==> config.mk <==
export PLATFORM = sky130hd
export DESIGN_NAME = inst_fetch_issue
export DESIGN_NICKNAME = d
export VERILOG_FILES = /design/src/rtl/inst_pkg.sv /design/src/rtl/inst_fetch_issue_decode.sv /design/src/rtl/inst_fetch_issue.sv
export SDC_FILE = /design/constraint.sdc
export NUM_CORES = 1
export LEC_CHECK = 0
export CORE_ASPECT_RATIO = 0.6
export CORE_MARGIN = 8
export CORE_UTILIZATION = 47
export CTS_CLUSTER_DIAMETER = 60
export DETAILED_ROUTE_END_ITERATION = 8
export PLACE_DENSITY = 0.81
export SLEW_MARGIN = 20
export SYNTH_ARGS = -nofsm -noshare
export SYNTH_HDL_FRONTEND = slang
export SYNTH_SLANG_ARGS = --single-unit
export TNS_END_PERCENT = 20
==> constraint.sdc <==
create_clock -name clk -period 3.5 [get_ports clk]
set_clock_uncertainty 0.2 [all_clocks]
set_input_delay 0.525 -clock clk [delete_from_list [all_inputs] [get_ports clk]]
set_output_delay 0.525 -clock clk [all_outputs]
set_load 0.02 [all_outputs]
==> src/rtl/inst_pkg.sv <==
// Shared instruction-word layout: field positions, decoded field struct.
package inst_pkg;

  localparam int INST_LEN_DEF = 220;

  localparam int ILC_ST_ADDR_MSB   = 35;
  localparam int ILC_ST_ADDR_LSB   = 0;
  localparam int ILC_ISPAD_MSB     = 36;
  localparam int ILC_ISPAD_LSB     = 36;
  localparam int ILC_LINELEN_MSB   = 45;
  localparam int ILC_LINELEN_LSB   = 37;
  localparam int BSR_ISZERO_MSB    = 46;
  localparam int BSR_ISZERO_LSB    = 46;
  localparam int ILC_FROMFIFO_MSB  = 47;
  localparam int ILC_FROMFIFO_LSB  = 47;
  localparam int ILC_TOFIFO_MSB    = 48;
  localparam int ILC_TOFIFO_LSB    = 48;
  localparam int IS_W2C_BACK_MSB   = 49;
  localparam int IS_W2C_BACK_LSB   = 49;
  localparam int BSR_BUFFERMUX_MSB = 57;
  localparam int BSR_BUFFERMUX_LSB = 50;
  // Bits 60:58 are reserved.
  localparam int W2C_ST_ADDR_MSB   = 96;
  localparam int W2C_ST_ADDR_LSB   = 61;
  localparam int W2C_LINELEN_MSB   = 105;
  localparam int W2C_LINELEN_LSB   = 97;
  localparam int W2C_POOLED_MSB    = 106;
  localparam int W2C_POOLED_LSB    = 106;
  localparam int POOLED_TYPE_MSB   = 108;
  localparam int POOLED_TYPE_LSB   = 107;
  localparam int WB_ST_RD_ADDR_MSB = 116;
  localparam int WB_ST_RD_ADDR_LSB = 109;
  localparam int W2C_SHIFT_LEN_MSB = 121;
  localparam int W2C_SHIFT_LEN_LSB = 117;
  localparam int W2C_VALID_MAC_MSB = 123;
  localparam int W2C_VALID_MAC_LSB = 122;
  localparam int IS_BB_MSB         = 124;
  localparam int IS_BB_LSB         = 124;
  localparam int BIAS_ADDR_MSB     = 160;
  localparam int BIAS_ADDR_LSB     = 125;
  localparam int BIAS_SHIFT_MSB    = 165;
  localparam int BIAS_SHIFT_LSB    = 161;

  typedef struct packed {
    logic [4:0]  bias_shift;
    logic [35:0] bias_addr;
    logic        is_bb;
    logic [1:0]  w2c_valid_mac;
    logic [4:0]  w2c_shift_len;
    logic [7:0]  wb_st_rd_addr;
    logic [1:0]  pooled_type;
    logic        w2c_pooled;
    logic [8:0]  w2c_linelen;
    logic [35:0] w2c_st_addr;
    logic [7:0]  bsr_buffermux;
    logic        is_w2c_back;
    logic        ilc_tofifo;
    logic        ilc_fromfifo;
    logic        bsr_iszero;
    logic [8:0]  ilc_linelen;
    logic        ilc_ispad;
    logic [35:0] ilc_st_addr;
  } inst_t;

endpackage

==> src/rtl/inst_fetch_issue_decode.sv <==
// Combinational slicing of a raw instruction word into its named fields.
module inst_field_decode
  import inst_pkg::*;
#(
  parameter int INST_LEN = INST_LEN_DEF
) (
  input  logic [INST_LEN-1:0] word_i,
  output inst_t               fields_o
);

  // Pure bit-field extraction; no qualification by valid.
  always_comb begin
    fields_o               = '0;
    fields_o.ilc_st_addr   = word_i[ILC_ST_ADDR_MSB:ILC_ST_ADDR_LSB];
    fields_o.ilc_ispad     = word_i[ILC_ISPAD_MSB];
    fields_o.ilc_linelen   = word_i[ILC_LINELEN_MSB:ILC_LINELEN_LSB];
    fields_o.bsr_iszero    = word_i[BSR_ISZERO_MSB];
    fields_o.ilc_fromfifo  = word_i[ILC_FROMFIFO_MSB];
    fields_o.ilc_tofifo    = word_i[ILC_TOFIFO_MSB];
    fields_o.is_w2c_back   = word_i[IS_W2C_BACK_MSB];
    fields_o.bsr_buffermux = word_i[BSR_BUFFERMUX_MSB:BSR_BUFFERMUX_LSB];
    fields_o.w2c_st_addr   = word_i[W2C_ST_ADDR_MSB:W2C_ST_ADDR_LSB];
    fields_o.w2c_linelen   = word_i[W2C_LINELEN_MSB:W2C_LINELEN_LSB];
    fields_o.w2c_pooled    = word_i[W2C_POOLED_MSB];
    fields_o.pooled_type   = word_i[POOLED_TYPE_MSB:POOLED_TYPE_LSB];
    fields_o.wb_st_rd_addr = word_i[WB_ST_RD_ADDR_MSB:WB_ST_RD_ADDR_LSB];
    fields_o.w2c_shift_len = word_i[W2C_SHIFT_LEN_MSB:W2C_SHIFT_LEN_LSB];
    fields_o.w2c_valid_mac = word_i[W2C_VALID_MAC_MSB:W2C_VALID_MAC_LSB];
    fields_o.is_bb         = word_i[IS_BB_MSB];
    fields_o.bias_addr     = word_i[BIAS_ADDR_MSB:BIAS_ADDR_LSB];
    fields_o.bias_shift    = word_i[BIAS_SHIFT_MSB:BIAS_SHIFT_LSB];
  end

endmodule

==> src/rtl/inst_fetch_issue.sv <==
// Instruction fetch/issue: show-ahead FIFO consumer with PF/IS buffering,
// outstanding-work gate, barrier enforcement and issue counters.
module inst_fetch_issue
  import inst_pkg::*;
#(
  parameter int  INST_LEN        = INST_LEN_DEF,
  parameter int  MAX_OUTSTANDING = 4,
  parameter int  CNT_W           = 32,
  localparam int OUT_W           = $clog2(MAX_OUTSTANDING + 1)
) (
  input  logic                clk,
  input  logic                rst_n,
  input  logic [INST_LEN-1:0] instruct,
  input  logic                inst_empty,
  output logic                inst_req,
  output logic                dec_valid,
  input  logic                dec_ready,
  output logic [INST_LEN-1:0] dec_inst,
  output logic [35:0]         ilc_st_addr,
  output logic [8:0]          ilc_linelen,
  output logic [7:0]          bsr_buffermux,
  output logic [35:0]         w2c_st_addr,
  output logic [8:0]          w2c_linelen,
  output logic [4:0]          w2c_shift_len,
  output logic                is_bb,
  input  logic                exec_done,
  output logic [OUT_W-1:0]    outstanding,
  output logic [CNT_W-1:0]    inst_count,
  output logic                idle,
  output logic                err_underflow
);

  localparam logic [OUT_W-1:0] MAX_OUT = OUT_W'(MAX_OUTSTANDING);

  logic                pf_valid_q, pf_valid_d;
  logic                is_valid_q, is_valid_d;
  logic [INST_LEN-1:0] pf_q, pf_d;
  logic [INST_LEN-1:0] is_q, is_d;
  logic [OUT_W-1:0]    out_q, out_d;
  logic [CNT_W-1:0]    cnt_q, cnt_d;
  logic                err_q, err_d;
  logic                fire, is_load, pf_load;
  inst_t               is_fields;

  inst_field_decode #(.INST_LEN(INST_LEN)) u_decode (
    .word_i   (is_q),
    .fields_o (is_fields)
  );

  // Issue gate and buffer-advance conditions; gate sees only the registered count.
  always_comb begin
    dec_valid = is_valid_q & (out_q < MAX_OUT) & (!is_fields.is_bb | (out_q == '0));
    fire      = dec_valid & dec_ready;
    is_load   = !is_valid_q | fire;
    pf_load   = !pf_valid_q | (is_load & pf_valid_q);
    // rst_n gates the pop so the FIFO never advances while both sides are held in reset.
    inst_req  = rst_n & !inst_empty & pf_load;
  end

  // PF/IS next state: IS takes PF when it frees up, PF refills from the FIFO head.
  always_comb begin
    pf_valid_d = pf_valid_q;
    pf_d       = pf_q;
    is_valid_d = is_valid_q;
    is_d       = is_q;
    if (is_load) begin
      is_d       = pf_q;
      is_valid_d = pf_valid_q;
    end
    if (inst_req) begin
      pf_d       = instruct;
      pf_valid_d = 1'b1;
    end else if (is_load) begin
      pf_valid_d = 1'b0;
    end
  end

  // Outstanding/issue counters and sticky underflow flag.
  always_comb begin
    out_d = out_q;
    err_d = err_q;
    cnt_d = cnt_q + CNT_W'(fire);
    case ({fire, exec_done})
      2'b10:   out_d = out_q + 1'b1;
      2'b01: begin
        if (out_q != '0) out_d = out_q - 1'b1;
        else             err_d = 1'b1;
      end
      default: out_d = out_q;
    endcase
  end

  // State registers, all cleared asynchronously.
  always_ff @(posedge clk or negedge rst_n) begin
    if (!rst_n) begin
      pf_valid_q <= 1'b0;
      is_valid_q <= 1'b0;
      pf_q       <= '0;
      is_q       <= '0;
      out_q      <= '0;
      cnt_q      <= '0;
      err_q      <= 1'b0;
    end else begin
      pf_valid_q <= pf_valid_d;
      is_valid_q <= is_valid_d;
      pf_q       <= pf_d;
      is_q       <= is_d;
      out_q      <= out_d;
      cnt_q      <= cnt_d;
      err_q      <= err_d;
    end
  end

  assign dec_inst      = is_q;
  assign ilc_st_addr   = is_fields.ilc_st_addr;
  assign ilc_linelen   = is_fields.ilc_linelen;
  assign bsr_buffermux = is_fields.bsr_buffermux;
  assign w2c_st_addr   = is_fields.w2c_st_addr;
  assign w2c_linelen   = is_fields.w2c_linelen;
  assign w2c_shift_len = is_fields.w2c_shift_len;
  assign is_bb         = is_fields.is_bb;
  assign outstanding   = out_q;
  assign inst_count    = cnt_q;
  assign err_underflow = err_q;
  assign idle          = inst_empty & !pf_valid_q & !is_valid_q & (out_q == '0);

endmodule
==> results.txt, run 1 <==
----------------------------------------------------
[STA]
  Finish-stage setup viols ... 0
  Final setup TNS ... 0 ps
  Maximum achievable frequency ... roughly 320 MHz
  Final min period ... 3120 ps
  Hold Violations, Final ... 0
  Unrepaired setup endpoints after global routing ... no
  Max Slew Vio Count ... 0
  Worst slew margin relative to its limit ... 21.2%
  Final-layout worst hold slack ... 276 ps
  Part of the cycle the worst path needs ... between 80% and 90%
  Actual transition at the worst max-transition pin ... 1180 ps

[Yosys]
  Cell count after synthesis ... 1,197
  Fraction of synthesis flops using an asynchronous set or reset pin ... 100%
  Cell types occupying the most area after synthesis ... dfrtp_1 (63%), mux2_2 (15%), mux2_1 (11%), buf_4 (4.2%), buf_6 (1.1%)
  Synthesized Nets ... approximately 1,400
  #FFs+latches synth ... 478
  Synth Cell Area ... about 19,000 um^2
  Number of warning messages in the yosys log ... 0
  Most instantiated flip-flop cell in the synthesis netlist ... dfrtp_1
  EDFF count, synth ... 0
  Most frequent cell after synthesis ... dfrtp_1
  Mean cell area of the mapped netlist ... approximately 16 um^2
  Cell type with the largest total area after synthesis ... dfrtp_1
  Distinct cells, synth ... 34
  Proportion of synthesized chip area in sequential cells ... 63.1%
  Proportion of netlist area held by the largest area contributor ... 63.1%
  Most common library cells after synthesis ... dfrtp_1 (478), mux2_2 (252), mux2_1 (189)

[Critical path]
  Critical path endpoint category ... output port
  Required time worst endpoint ... roughly 2800 ps
  Sequence of cells on the critical path ... clkdlybuf4s50_1 -> nor2b_1 -> a21boi_4 -> a21oi_4 -> clkdlybuf4s50_1
  Critical path launch point ... dec_ready
  Cell class contributing the biggest share of worst-path delay ... buffers and inverters
  Start-to-end type of the worst setup path ... input pin to output port
  Setup slack on the worst flop-to-flop path ... 480 ps
  Most common cell on crit path ... clkdlybuf4s50_1
  Crit path arrival time ... 2400 ps
  Depth of the critical timing path with buffers and inverters included ... 5
  Largest stage delay, worst path ... 710 ps
  Kind of launch point of the worst setup path ... input pin
  Worst flop-to-flop path endpoint ... inst_count[28]
  Crit-path max FO ... 4
  Worst setup path endpoint ... inst_req
  Slowest cell on crit path ... clkdlybuf4s50_1
  Worst-case reg-to-reg path depth ... 9
  WP buf/inv ... 2
  Source of the worst register-to-register timing path ... outstanding[0]

[Power]
  P_leak ... 10.8 nW
  PD cells ... 1030 nW/um^2
  VDD IR-drop max ... 817 uV

[CTS]
  Largest buffer count on any clock path ... 3
  Worst-Skew Late Latency ... 540 ps
  Post-CTS Setup Inserts ... 0
  Maximum level of the CTS H-tree ... 2
  Clock buffers created by TritonCTS ... 45
  Number of clock sinks ... 478
  Clock root cell ... clkbuf_16
  Post-CTS resize count ... 0
  Clock tree from TritonCTS ... done
  Clock transition at the registers of the reported paths ... 60 ps

[Routing]
  DR DRC count ... 0
  Routed wire length ... 48,900 um
  First-iteration detailed-routing DRC count ... roughly 520
  Detail-routed via count per cell ... roughly 5.0
  Routed wire length on met3 ... 3180 um
  Met2 wire length ... 25,100 um
  First-pass iteration count of the detailed router ... 4
  Routed via count ... 11,200
  Remaining antenna violation count ... 0
  Highest metal layer used by the detailed router ... met4
  Detailed-route wire length per cell ... around 22 um
  Wire length the detailed router placed on met1 ... 19,000 um

[Floorplan]
  Overall die area ... about 47,000 um^2
  Chip Height ... 172 um
  Die width ... 275 um
  Std cell rows ... 57
  Ports placed on the boundary ... roughly 600
  Initial Utilization ... a little under half
  Core ar. ... 40,100 um^2

[Run status]
  Status ... finished, final reports clean

[GRT]
  Overflow after GRT ... 0
  Wire length of the first global-routing pass ... 74,300 um
  Initial antenna violation count ... 1
  Number of global-route vias before repair ... 12,300
  Largest net degree at the start of global routing ... around 150
  All-layer global routing usage ... around 20%

[Place]
  Weighted congestion at the end of routability-driven global placement ... a little under 0.8
  Final HPWL from detailed placement ... around 36,000 um
  PortBufs ... a little under 600

[Layout]
  Synthesis-to-finish area growth ... 36.5%
  Fraction of the core area covered by cells at the end of the flow ... 64.6%
  Share of cells above drive strength 1 ... between 15 and 20%
  NumNets Final ... 1,916

[Min path]
  Worst min path class ... flip-flop to flip-flop

[Run]
  Number of max-cap violations ... 0

----------------------------------------------------
## power by group
group / leakage, nW / total [W] / switching (W) / internal (W)
Clock: 0.677 / 0.00464 / 0.00204 / 0.00260
Sequential: 5.67 / 0.00994 / 0.00166 / 0.00828
Combinational: 4.48 / 0.0122 / 0.00566 / 0.00651
Total: 10.8 / 0.0268 / 0.00936 / 0.0174
## final cells by class
type / instances / area (um^2)
Multi-Input combinational cell: 558 / 5810
Tap cell: 531 / 664
Fill cell: 2885 / 14200
Timing Repair Buffer: 598 / 6030
Inverter: 7 / 26.3
Antenna cell: 2 / 5.00
Clock buffer: 66 / 1270
Sequential cell: 478 / 12000
Clock inverter: 12 / 103
## logic make-up (layout without fill, tap and decap cells)
logic type | count (synthesis) | in the layout | share of synthesized area (%)
compound gates | 10 | 10 | 0.508
xor+xnor | 31 | 31 | 1.43
fa+ha+maj | 3 | 3 | 0.238
buf+inv | 161 | 683 | 6.23
flops | 478 | 478 | 63.1
mux | 443 | 443 | 26.3
other cells | 0 | 2 | 0
simple gates | 71 | 71 | 2.17
## repair_timing
| item | in CTS | in global routing |
|---|---|---|
| setup endpoints to repair | 0 | 0 |
| endpoints found under the hold margin | 86 | 0 |
| hold buffers | 1 | 0 |
## sequential cells by signal, summed over array words and instances (netlist names)
register       count
err_underflow      1
pf_valid_q         1
pf_q             220
outstanding        3
dec_inst         220
inst_count        32
is_valid_q         1
## how the worst min path moves through the flow
stage	startpoint	end	depth (start not counted)
global route	pf_q[191]	pf_q[191]	1
finish	err_underflow	err_underflow	1
floorplan	rst_n	dec_inst[0]	0
detailed placement	err_underflow	err_underflow	1
global placement	inst_count[31]	inst_count[31]	1
CTS	err_underflow	err_underflow	1
## routing by layer
layer	vias up	global-route usage (%)
met1	5725	24.1
li1	5031	-
met3	96	5.54
met2	307	35.4
met4	0	6.36
met5	-	0
## worst reg2reg max path: stages, from the launching register on
cell,delay (ps)
dfrtp_1,490
o21ai_4,240
nand4_1,210
inv_1,240
ha_1,250
ha_1,230
inv_1,110
nor4_4,530
nand3_1,210
xnor2_1,170
## cell usage in the layout (no fill, tap or decap), drive strengths merged, types with 6 or more instances in the layout
cell / Yosys / layout
dfrtp: 478 / 478
xor2: 7 / 7
nor2: 9 / 9
nand2: 14 / 14
nand3: 16 / 16
clkdlybuf4s50: 0 / 586
inv: 7 / 11
clkbuf: 1 / 66
clkinv: 0 / 6
mux2: 441 / 441
xnor2: 24 / 24
nand4: 10 / 10
buf: 153 / 11
and3: 7 / 7
## metrics by stage
stage                     instance area (um^2)  power, W  worst slack (ps)  std cells
after floorplan                          19000    0.0173               839       1197
after global placement                   24500    0.0218               362       2171
after detailed placement                 24500    0.0223               292       2171
after CTS                                25900    0.0271               312       2250
after global routing                     25900    0.0281               213       2251
final                                    25900    0.0268               377       2252
(Power assumes the default switching activity.)
==> run 2: changes to the inputs <==
- HOLD_SLACK_MARGIN: default -> 0.03
- SKIP_CTS_REPAIR_TIMING: default -> 1
==> run 2 against run 1 <==
- fmax unchanged
- via count about the same
- cell area unchanged
- critical path depth unchanged
- cell count unchanged
- first-iteration DRC count increased by 0.96%
- routed wire length about the same
- global-route usage unchanged
- register-to-register slack about the same
- worst hold slack about the same
- die area unchanged
- power about the same
- critical path type unchanged
==> results.txt, run 2 (synthesis results as in run 1) <==
----------------------------------------------------
[GRT]
  Number of global-route vias before repair ... 12,300 (-0.016%)
  All-layer global routing usage ... 20.2% (unchanged)
  Overflow after GRT ... 0 (unchanged)
  Wire length of the first global-routing pass ... 74,300 um (unchanged)
  Largest net degree at the start of global routing ... 154 (unchanged)
  Initial antenna violation count ... 1 (unchanged)

[Layout]
  Post-route insts no fill ... 2,252 (unchanged)
  NumNets Final ... 1,916 (unchanged)
  Share of cells above drive strength 1 ... 19.4% (unchanged)
  Synthesis-to-finish area growth ... 36.5% (unchanged)
  Commonest cells after routing, fill and taps aside ... clkdlybuf4s50_1 (586), dfrtp_1 (478), mux2_2 (252), mux2_1 (189), clkbuf_16 (45)
  Most frequent standard cell in the layout excluding fill and tap cells ... clkdlybuf4s50_1

[Routing]
  First-iteration detailed-routing DRC count ... 528 (+0.96%)
  DR DRC count ... 0 (unchanged)
  Detail-routed via count per cell ... 4.95 (about the same)
  Routed via count ... 11,200 (-0.0090%)
  Detailed-route wire length per cell ... 21.7 um (about the same)
  First-pass iteration count of the detailed router ... 4 (unchanged)
  Remaining antenna violation count ... 0 (unchanged)
  Routed wire length ... 48,900 um (about the same)

[Critical path]
  Crit path arrival time ... 2400 ps (about the same)
  Crit-path max FO ... 4 (unchanged)
  Critical path endpoint category ... output port
  Start-to-end type of the worst setup path ... input pin to output port
  Required time worst endpoint ... 2770 ps (about the same)
  Kind of launch point of the worst setup path ... input pin

[STA]
  Worst slew margin relative to its limit ... 21.4% (+0.15 points)
  Actual transition at the worst max-transition pin ... 1180 ps (-2.30 ps)
  Hold Violations, Final ... 0 (unchanged)
  Unrepaired setup endpoints after global routing ... no
  Final setup TNS ... 0 ps (unchanged)
  Final min period ... 3120 ps (unchanged)
  Finish-stage setup viols ... 0 (unchanged)
  Maximum achievable frequency ... 320 MHz (unchanged)
  Final WS setup ... 377 ps (unchanged)
  Part of the cycle the worst path needs ... 89.2% (unchanged)
  Max Slew Vio Count ... 0 (unchanged)

[Floorplan]
  Die width ... 275 um (unchanged)
  Chip Height ... 172 um (unchanged)
  Ports placed on the boundary ... 588 (unchanged)
  Overall die area ... 47,200 um^2 (unchanged)
  Initial Utilization ... 47.3% (unchanged)
  Core ar. ... 40,100 um^2 (unchanged)
  Std cell rows ... 57 (unchanged)

[Run]
  Number of max-cap violations ... 0 (unchanged)

[Place]
  Final HPWL from detailed placement ... 36,000 um (unchanged)
  Pre-CTS setup slack ... 292 ps (unchanged)
  PortBufs ... 587 (unchanged)
  Weighted congestion at the end of routability-driven global placement ... 0.780 (unchanged)
  Total placed cells including tap cells ... 2,171 (unchanged)

[Power]
  PD cells ... 1030 nW/um^2 (about the same)
  P_leak ... 10.8 nW (unchanged)
  VDD IR-drop max ... 817 uV (about the same)

[CTS]
  Number of clock sinks ... 478 (unchanged)
  Clock root cell ... clkbuf_16
  Maximum level of the CTS H-tree ... 2 (unchanged)
  Clock transition at the registers of the reported paths ... 60 ps (about the same)
  Largest buffer count on any clock path ... 3 (unchanged)
  Worst-Skew Late Latency ... 540 ps (about the same)
  Clock buffers created by TritonCTS ... 45 (unchanged)
  Clock tree from TritonCTS ... done

[Min path]
  Worst min path class ... flip-flop to flip-flop

[Run status]
  Status ... finished, final reports clean

----------------------------------------------------
[run 2: where the power goes]
part	internal (W)	switching [W]	total, W
Clock	0.00260	0.00204	0.00464
Sequential	0.00828	0.00166	0.00994
Combinational	0.00651	0.00566	0.0122
[run 2: worst paths after layout]
kind,start,to,slack [ps],depth (start not counted)
worst max-delay path,dec_ready,inst_req,380,5
worst min-delay path,err_underflow,err_underflow,280,1
worst max register to register,outstanding[0],inst_count[28],480,9
worst min register to register,err_underflow,err_underflow,280,1
max in group asynchronous,rst_n,inst_count[27],1220,4
min in group asynchronous,rst_n,dec_inst[180],530,3
[run 2: per-stage QoR]
step / util [%] / power [W] / hold slack [ps] / cell area [um^2]
after floorplan: - / 0.0173 / 29.4 / 19000
after global placement: 61.1 / 0.0218 / 262 / 24500
after detailed placement: 61.1 / 0.0223 / 268 / 24500
after CTS: 64.5 / 0.0271 / -68.1 / 25900
after global routing: 64.5 / 0.0281 / 296 / 25900
final: 64.6 / 0.0267 / 276 / 25900
[run 2: cell type report]
class                   instances  area (um^2)
well taps                     531          664
diodes                          2         5.00
clock inverters                12          103
inverters                       7         26.3
flip-flops and latches        478        12000
multi-input cells             558         5810
clock buffers                  66         1270
repair buffers                598         6030
fillers                      2885        14200
[run 2: critical path, cell delays in order]
cell	delay, ps
clkdlybuf4s50_1	470
nor2b_1	280
a21boi_4	130
a21oi_4	290
clkdlybuf4s50_1	710
[run 2: layer usage]
metal  global-route usage [%]  vias to the layer above  wire, um  share of wire, %
met3                     5.55                       94      3160               6.5
met5                        0                        -         0                 0
li1                         -                     5030         -                 -
met4                     6.36                        0      1560               3.2
met1                     24.1                     5727     19000                39
met2                     35.4                      307     25200                51
==> run 3: changes to the inputs <==
- CORE_AREA: default -> 8 8 220 222
- CORE_ASPECT_RATIO: 0.6 -> default
- CORE_MARGIN: 8 -> default
- CORE_UTILIZATION: 47 -> default
- DIE_AREA: default -> 0 0 228 230
- DONT_BUFFER_PORTS: default -> 1
- PLACE_DENSITY: 0.81 -> 0.57
==> run 3 against run 2 <==
- clock-buffer cell count up 7
- die area up 11%
- worst hold slack worse by 820 ps
- power down 12%
- first-iteration DRC count down 13%
- the run now ends with negative hold slack, max-slew violations, negative setup slack left
- critical path type unchanged
- core utilization down 14 points
- sequential power up 31%
==> results.txt, run 3 (synthesis results as in run 1) <==
----------------------------------------------------
[Place]
  Final HPWL from detailed placement ... 31,900 um (-11%)
  Total placed cells including tap cells ... 1,652 (-24%)
  PortBufs ... 0 (-100%)
  Weighted congestion at the end of routability-driven global placement ... 0.755 (-3.2%)
  Pre-CTS setup slack ... 548 ps (+257 ps)

[Critical path]
  Setup slack on the worst flop-to-flop path ... 540 ps (+60 ps)
  Worst flop-to-flop path endpoint ... inst_count[14]
  Largest stage delay, worst path ... 790 ps (+80 ps)
  Critical path endpoint category ... output port
  Worst setup path endpoint ... inst_req
  Source of the worst register-to-register timing path ... outstanding[1]
  Slowest cell on crit path ... nand2b_1
  Worst-case reg-to-reg path depth ... 9 (unchanged)
  Required time worst endpoint ... 2770 ps (about the same)
  Crit-path max FO ... 479 (+475)
  Start-to-end type of the worst setup path ... input pin to output port
  Critical path launch point ... rst_n
  Kind of launch point of the worst setup path ... input pin
  Crit path arrival time ... 2890 ps (+490 ps)
  Sequence of cells on the critical path ... nand2b_1 -> a21oi_4 -> buf_12

[STA]
  Final setup TNS ... -112 ps (-112 ps)
  Worst slew margin relative to its limit ... -52.8% (-74 points)
  Hold Violations, Final ... 478 (+478)
  Final-layout worst hold slack ... -545 ps (-821 ps)
  Maximum achievable frequency ... 277 MHz (-14%)
  Final WS setup ... -112 ps (-490 ps)
  Unrepaired setup endpoints after global routing ... no
  Final min period ... 3610 ps (+490 ps)
  Part of the cycle the worst path needs ... 103% (+14 points)
  Max Slew Vio Count ... 279 (+279)
  Finish-stage setup viols ... 1 (+1)
  Actual transition at the worst max-transition pin ... 2290 ps (+1110 ps)

[CTS]
  Maximum level of the CTS H-tree ... 2 (unchanged)
  Largest buffer count on any clock path ... 3 (unchanged)
  Clock tree from TritonCTS ... done
  Clock buffers created by TritonCTS ... 51 (+13%)
  Clock transition at the registers of the reported paths ... 60 ps (about the same)
  Worst-Skew Late Latency ... 580 ps (+40 ps)
  Number of clock sinks ... 478 (unchanged)
  Clock root cell ... clkbuf_16

[Layout]
  Post-route insts no fill ... 1,972 (-12%)
  Synthesis-to-finish area growth ... 19.4%
  Most frequent standard cell in the layout excluding fill and tap cells ... dfrtp_1
  Commonest cells after routing, fill and taps aside ... dfrtp_1 (478), mux2_2 (252), dlygate4sd3_1 (221), mux2_1 (189), clkbuf_16 (52)
  Share of cells above drive strength 1 ... 25.8% (+6.3 points)
  NumNets Final ... 1,554 (-19%)
  Fraction of the core area covered by cells at the end of the flow ... 50.4% (-14 points)

[Power]
  PD cells ... 1040 nW/um^2 (+0.67%)
  Share of total power consumed by net switching ... 37.7% (+2.8 points)
  Portion of total power attributed to sequential cells ... 55.3% (+18 points)
  Sw Pwr ... 0.00889 W (-5.1%)
  Power share of the clock group ... 22.9% (+5.5 points)
  VDD IR-drop max ... 597 uV (-27%)
  P_leak ... 9.63 nW (-11%)
  Logic pwr share ... 21.8% (-24 points)
  Internal power summed over all cells ... 0.0147 W (-16%)

[GRT]
  All-layer global routing usage ... 16.8% (-3.4 points)
  Largest net degree at the start of global routing ... 480 (+210%)
  Wire length of the first global-routing pass ... 67,600 um (-9.1%)
  Number of global-route vias before repair ... 9,797 (-20%)
  Initial antenna violation count ... 6 (+5)
  Overflow after GRT ... 0 (unchanged)

[Routing]
  Detailed-route wire length per cell ... 23.4 um (+7.6%)
  Routed via count ... 9,988 (-10%)
  Remaining antenna violation count ... 0 (unchanged)
  Routed wire length ... 46,100 um (-5.7%)
  First-iteration detailed-routing DRC count ... 458 (-13%)
  Detail-routed via count per cell ... 5.06 (+2.2%)
  First-pass iteration count of the detailed router ... 4 (unchanged)
  DR DRC count ... 0 (unchanged)

[Run status]
  Status ... finished with violations
  Violations in the final reports ... negative hold slack, max-slew violations, negative setup slack

[Floorplan]
  Initial Utilization ... 42.2% (-5.1 points)
  Core ar. ... 44,900 um^2 (+12%)
  Std cell rows ... 78 (+37%)
  Chip Height ... 230 um (+34%)
  Overall die area ... 52,400 um^2 (+11%)
  Die width ... 228 um (-17%)
  Ports placed on the boundary ... 588 (unchanged)

[Min path]
  Worst min path class ... input pin to async pin

[Run]
  Number of max-cap violations ... 0 (unchanged)

----------------------------------------------------
==> run 3: changes by cell type in the layout (fill, tap and decap cells not counted), sizes merged <==
cell and change:
inv -3, buf -2, clkdlybuf4s50 -586, dlygate4sd3 +220, clkbuf +7, clkinvlp +4, bufinv +2, clkinv +5
diode +4
==> run 3: metrics by stage <==
step                      power (W)  area (um^2)
after floorplan              0.0173        19000
after global placement       0.0179        18700
after detailed placement     0.0182        18700
after CTS                    0.0237        20400
after global routing         0.0248        22600
final                        0.0235        22600
==> run 3: layer usage <==
metal	track usage [%]	part of all wire, %	vias to the layer above
met5	0	0	-
met4	3.95	1.4	0
met3	10.0	10	57
met2	28.3	51	409
met1	17.9	37	5195
li1	-	-	4327
==> run 3: area by class of cell <==
cell class / instances / area (um^2)
fill: 3730 / 22300
sequential: 478 / 12000
multi-input combinational: 558 / 5810
timing repair buffer: 230 / 2340
clock buffer: 73 / 1500
tap: 600 / 751
clock inverter: 20 / 214
inverter: 7 / 26.3
antenna: 6 / 15.0
==> run 3: worst max-delay path: cells and delay by family <==
family          cells  cell delay [ps]
simple gates        1              790
buf+inv             1              250
compound gates      1              110
==> run 3: worst min-delay path by stage <==
stage               start      endpoint  slack, ps  cells past startpoint
floorplan           rst_n   dec_inst[0]         30                      0
global placement    rst_n      pf_q[59]         50                      0
detailed placement  rst_n  dec_inst[59]         50                      0
CTS                 rst_n  dec_inst[59]       -580                      0
global route        rst_n  dec_inst[59]       -570                      0
finish              rst_n  dec_inst[59]       -550                      0
==> run 3: power groups by stage <==
stage / combinational [W] / clock, W / sequential, W
2_1_floorplan: 0.00610 / 0 / 0.0112
3_3_place_gp: 0.00479 / 0 / 0.0131
3_5_place_dp: 0.00501 / 0 / 0.0132
4_1_cts: 0.00501 / 0.00557 / 0.0131
5_1_grt: 0.00560 / 0.00577 / 0.0134
6_report: 0.00514 / 0.00539 / 0.0130
